--- src/rtl/apb_biu_ws.sv ---
// APB3/APB4 slave bus interface unit with wait states: turns an APB transfer into a
// registered single-request handshake towards a peripheral register block, with a watchdog.
module apb_biu_ws #(
  parameter int ADDR_WIDTH  = 32,
  parameter int DATA_WIDTH  = 32,
  parameter int TIMEOUT     = 16,
  parameter int ALIGN_CHECK = 1
) (
  input  logic                    clk,
  input  logic                    rst,
  input  logic [ADDR_WIDTH-1:0]   apb_paddr,
  input  logic                    apb_psel,
  input  logic                    apb_penable,
  input  logic                    apb_pwrite,
  input  logic [DATA_WIDTH-1:0]   apb_pwdata,
  input  logic [DATA_WIDTH/8-1:0] apb_pstrb,
  output logic [DATA_WIDTH-1:0]   apb_prdata,
  output logic                    apb_pready,
  output logic                    apb_pslverr,
  output logic [ADDR_WIDTH-1:0]   biu_addr,
  output logic                    biu_enable,
  output logic                    biu_rnw,
  output logic [DATA_WIDTH-1:0]   biu_wdata,
  output logic [DATA_WIDTH/8-1:0] biu_wstrb,
  input  logic [DATA_WIDTH-1:0]   biu_rdata,
  input  logic                    biu_accept,
  input  logic                    biu_error
);

  localparam int STRB_WIDTH = DATA_WIDTH / 8;
  localparam int CNT_WIDTH  = (TIMEOUT > 1) ? $clog2(TIMEOUT) : 1;
  localparam logic [CNT_WIDTH-1:0]  CNT_LAST   = (TIMEOUT > 0) ? CNT_WIDTH'(TIMEOUT - 1) : '0;
  localparam logic [ADDR_WIDTH-1:0] ALIGN_MASK = ADDR_WIDTH'(STRB_WIDTH - 1);

  typedef enum logic [1:0] {
    ST_IDLE,
    ST_REQ,
    ST_RESP
  } state_t;

  state_t                  state, state_nxt;
  logic [CNT_WIDTH-1:0]    wd_cnt;
  logic [ADDR_WIDTH-1:0]   cap_addr;
  logic                    cap_rnw;
  logic [DATA_WIDTH-1:0]   cap_wdata;
  logic [STRB_WIDTH-1:0]   cap_wstrb;
  logic [DATA_WIDTH-1:0]   resp_data;
  logic                    resp_err;
  logic                    setup;
  logic                    misaligned;
  logic                    timeout_hit;

  assign setup       = apb_psel && !apb_penable;
  assign misaligned  = (ALIGN_CHECK != 0) && ((apb_paddr & ALIGN_MASK) != '0);
  // Accept in the expiry cycle takes priority, so the watchdog only fires without accept.
  assign timeout_hit = (TIMEOUT != 0) && (wd_cnt == CNT_LAST) && !biu_accept;

  always_ff @(posedge clk) begin
    if (rst) state <= ST_IDLE;
    else     state <= state_nxt;
  end

  always_comb begin
    state_nxt = state;
    case (state)
      ST_IDLE: if (setup) state_nxt = misaligned ? ST_RESP : ST_REQ;
      ST_REQ:  if (biu_accept || timeout_hit) state_nxt = ST_RESP;
      ST_RESP: state_nxt = ST_IDLE;
      default: state_nxt = ST_IDLE;
    endcase
  end

  always_ff @(posedge clk) begin
    if (rst) begin
      wd_cnt    <= '0;
      cap_addr  <= '0;
      cap_rnw   <= 1'b0;
      cap_wdata <= '0;
      cap_wstrb <= '0;
      resp_data <= '0;
      resp_err  <= 1'b0;
    end else begin
      case (state)
        ST_IDLE: begin
          if (setup) begin
            cap_addr  <= apb_paddr;
            cap_rnw   <= !apb_pwrite;
            cap_wdata <= apb_pwdata;
            cap_wstrb <= apb_pwrite ? apb_pstrb : '0;
            wd_cnt    <= '0;
            resp_err  <= misaligned;
            resp_data <= '0;
          end
        end
        ST_REQ: begin
          if (biu_accept) begin
            resp_data <= cap_rnw ? biu_rdata : '0;
            resp_err  <= biu_error;
          end else if (timeout_hit) begin
            resp_data <= '0;
            resp_err  <= 1'b1;
          end else begin
            wd_cnt <= wd_cnt + 1'b1;
          end
        end
        default: ;
      endcase
    end
  end

  assign biu_enable  = (state == ST_REQ);
  assign biu_addr    = cap_addr;
  assign biu_rnw     = cap_rnw;
  assign biu_wdata   = cap_wdata;
  assign biu_wstrb   = cap_wstrb;
  assign apb_pready  = (state == ST_RESP);
  assign apb_pslverr = apb_pready && resp_err;
  assign apb_prdata  = apb_pready ? resp_data : '0;

endmodule

--- config.mk ---
export PLATFORM = sky130hd
export DESIGN_NAME = apb_biu_ws
export DESIGN_NICKNAME = d
export VERILOG_FILES = /design/src/rtl/apb_biu_ws.sv
export SDC_FILE = /design/constraint.sdc
export NUM_CORES = 1
export LEC_CHECK = 0
export CAP_MARGIN = 5
export CORE_ASPECT_RATIO = 0.5
export CORE_MARGIN = 2
export CORE_UTILIZATION = 43
export DETAILED_ROUTE_END_ITERATION = 10
export PLACE_DENSITY = 0.9
export REMOVE_ABC_BUFFERS = 1
export SKIP_LAST_GASP = 1
export SYNTH_ARGS = -nofsm -noshare
export SYNTH_HDL_FRONTEND = slang
export SYNTH_SLANG_ARGS = --single-unit
--- constraint.sdc ---
create_clock -name clk -period 2.8 [get_ports clk]
set_input_delay 0.84 -clock clk [delete_from_list [all_inputs] [get_ports clk]]
set_output_delay 0.84 -clock clk [all_outputs]
set_load 0.01 [all_outputs]
==> flow_summary.ini <==
[timing]
rsz0062_at_grt = no
fmax_mhz = 371
fin_crit_sh_pct = 96.2
finalHoldViolations = 0
slew_headroom_pct = 68.1
skew_ns = 0.00557
worst_pin_slew_ns = 0.479
maxSlewViolCount = 0
post-route-min-period_ns = 2.69
setup_viol = 0

[yosys]
syn_area_mm2 = 0.00416
ys_seq_area_share_pct = 52.0
syn_inst = 522
ys_types = 33
ys.warnings.count = 0
synth-seq-cells = 108
synth.avg_cell_area_um2 = 7.97

[worst_setup_path]
endpoint_kind = output port
setup.worst_path.start_class = register
cp.arrival_ns = 1.85
critPathRequiredTime_ns = 1.96
crit_type = reg2out
path_max_fanout = 31

[global_routing]
grt_pass1_wl_um = 20800
gr-total-overflow = 0
antenna_found_initial = 0
grtUsageTotal_pct = 25.5
grt_max_degree = 107
grt_pass1_vias = 4182

[detailed_routing]
wire_per_inst_um = 16.0
via_count = 4301
drc_errors = 0
drtPass1Iterations = 5
drt_iter0_drc = 324
ant_nets = 0
avgViaCountPerCell = 5.07
wirelength_um = 13500

[floorplan]
rows = 25
die_w_um = 143
die_area_mm2 = 0.0105
die_h_um = 73.6
io-pin-count = 211
core_mm2 = 0.00942
initial_utilization_pct = 44.2

[min_path]
worstHoldPathType = reg2reg

[placement]
place.gp.congestion = 0.827
port_buffers = 210
dp.cells = 832
dp_hpwl_um = 8920

[final_layout]
post-route-util_pct = 71.0
areaGrowthSynthToFinish_pct = 60.6
instances_no_fill = 848
n_antenna_cell = 0
fillers = 686
drive_gt1_share_pct = 4.21
final_nets = 816

[power]
power.total_uw = 3370
ir_worst_vdd_v = 0.000348
leakagePower_uw = 0.00244
p_per_area_mw_per_mm2 = 505

[cts]
cts_buffer_depth = 2
numCtsBuffers = 9
cts_num_sinks = 108
tritoncts = built
root_buffer = clkbuf_16
post_cts_buffers = 0
cts_resized = 3
clock_latency_ns = 0.34
cts_max_level = 3
clk_pin_slew_worst_paths_ns = 0.07
holdBufCountCts = 0

[flow_run]
cap_violations = 0

[outcome]
status = complete, no violations
[kinds of logic (layout without fill, tap and decap cells)]
logic type | after synthesis | count (layout) | share of synthesized area, %
AND/OR/NAND/NOR | 188 | 188 | 19.8
buffers and inverters | 109 | 300 | 10.1
multiplexers | 1 | 1 | 0.241
flip-flops | 108 | 108 | 52.0
AO/OA/AOI/OAI | 115 | 115 | 17.7
adder cells (fa/ha/maj) | 1 | 1 | 0.301
[layout by cell type, fill, tap and decap left out, types with 2 or more instances in the layout]
cell             instances
clkdlybuf4s50_1        206
nand2_1                133
dfxtp_1                107
a21oi_1                 70
inv_1                   65
o32ai_1                 32
nor3_1                  31
clkbuf_16                9
nand3_1                  6
o211ai_1                 5
buf_4                    4
nor2_1                   3
a31oi_1                  3
buf_12                   3
or3b_1                   2
or3_1                    2
clkbuf_8                 2
clkinv_2                 2
dlymetal6s2s_1           2
[sequential cells by signal (all words and copies together), names as in the netlist]
| name | flops |
|---|---|
| biu_addr | 32 |
| biu_rnw | 1 |
| biu_wdata | 32 |
| biu_wstrb | 4 |
| resp_data | 32 |
| resp_err | 1 |
| state | 2 |
| wd_cnt | 4 |
[stage by stage]
step	setup TNS (ns)	setup WS (ns)	instance area [µm²]	hold WS, ns
finish	0	0.108	6680	0.452
floorplan	-4.96	-0.214	3990	0.430
detailed placement	0	0.125	6350	0.446
CTS	0	0.0264	6660	0.455
global placement	0	0.162	6350	0.438
global route	0	0.0501	6680	0.473
[area by class of cell]
cell class | instances | area (µm²) | share of cell area, %
Timing Repair Buffer | 218 | 2210 | 33.1
Sequential cell | 108 | 2160 | 32.4
Multi-Input combinational cell | 305 | 1580 | 23.7
Clock buffer | 12 | 256 | 3.84
Inverter | 66 | 248 | 3.71
Tap cell | 135 | 169 | 2.53
Clock inverter | 4 | 47.5 | 0.712
[final timing paths]
kind         slack (ns)  cells past startpoint                  startpoint                    endpoint
max                0.11                      3       state[0]$_SDFFE_PP0P_              apb_prdata[18]
min                0.45                      2  biu_wdata[16]$_SDFFE_PP0P_  biu_wdata[16]$_SDFFE_PP0P_
max reg2reg        0.94                      4       state[0]$_SDFFE_PP0P_  biu_wdata[15]$_SDFFE_PP0P_
min reg2reg        0.45                      2  biu_wdata[16]$_SDFFE_PP0P_  biu_wdata[16]$_SDFFE_PP0P_
[synth_stat cells]
library cell  instances  share of area (%)
nand2_1             133                 12
dfxtp_1             108                 52
a21oi_1              70                8.4
inv_1                65                5.9
clkbuf_1             32                2.9
nor3_1               32                3.8
o32ai_1              32                6.7
buf_2                 8               0.96
nand3_1               6               0.72
o211ai_1              5               0.90
a31oi_1               3               0.45
buf_1                 3               0.27
nor2_1                3               0.27
or3_1                 2               0.30
or3b_1                2               0.42
a211oi_1              1               0.18
and2_1                1               0.15
and2b_1               1               0.18
and3_1                1               0.15
clkinv_1              1              0.090
ha_1                  1               0.30
mux2i_1               1               0.24
nand2b_1              1               0.15
nand3b_1              1               0.18
nand4_1               1               0.15
nor2b_1               1               0.15
nor4b_4               1               0.57
o221a_2               1               0.27
o311a_1               1               0.24
o311ai_0              1               0.21
o32a_1                1               0.24
or4b_1                1               0.24
or4bb_1               1               0.27
[routing by layer]
| metal | vias up | part of all wire, % | global-route usage, % |
|---|---|---|---|
| met1 | 2020 | 39 | 29.7 |
| met3 | 42 | 5.1 | 7.04 |
| li1 | 2098 | - | - |
| met5 | - | 0 | 0 |
| met2 | 141 | 52 | 44.7 |
| met4 | 0 | 3.6 | 11.3 |
[critical path, stage by stage (launching register included)]
cell and delay [ns]:
dfxtp_1 0.58, buf_6 0.32, nor3_1 0.09, clkdlybuf4s50_1 0.50
[power by group]
group / switching, µW / leakage [µW] / total (µW) / internal [µW]
logic: 205 / 0.00141 / 468 / 263
registers: 29.1 / 0.000878 / 1620 / 1590
clock network: 552 / 0.000149 / 1290 / 740
Note: power is estimated with default switching activity, not from simulation.
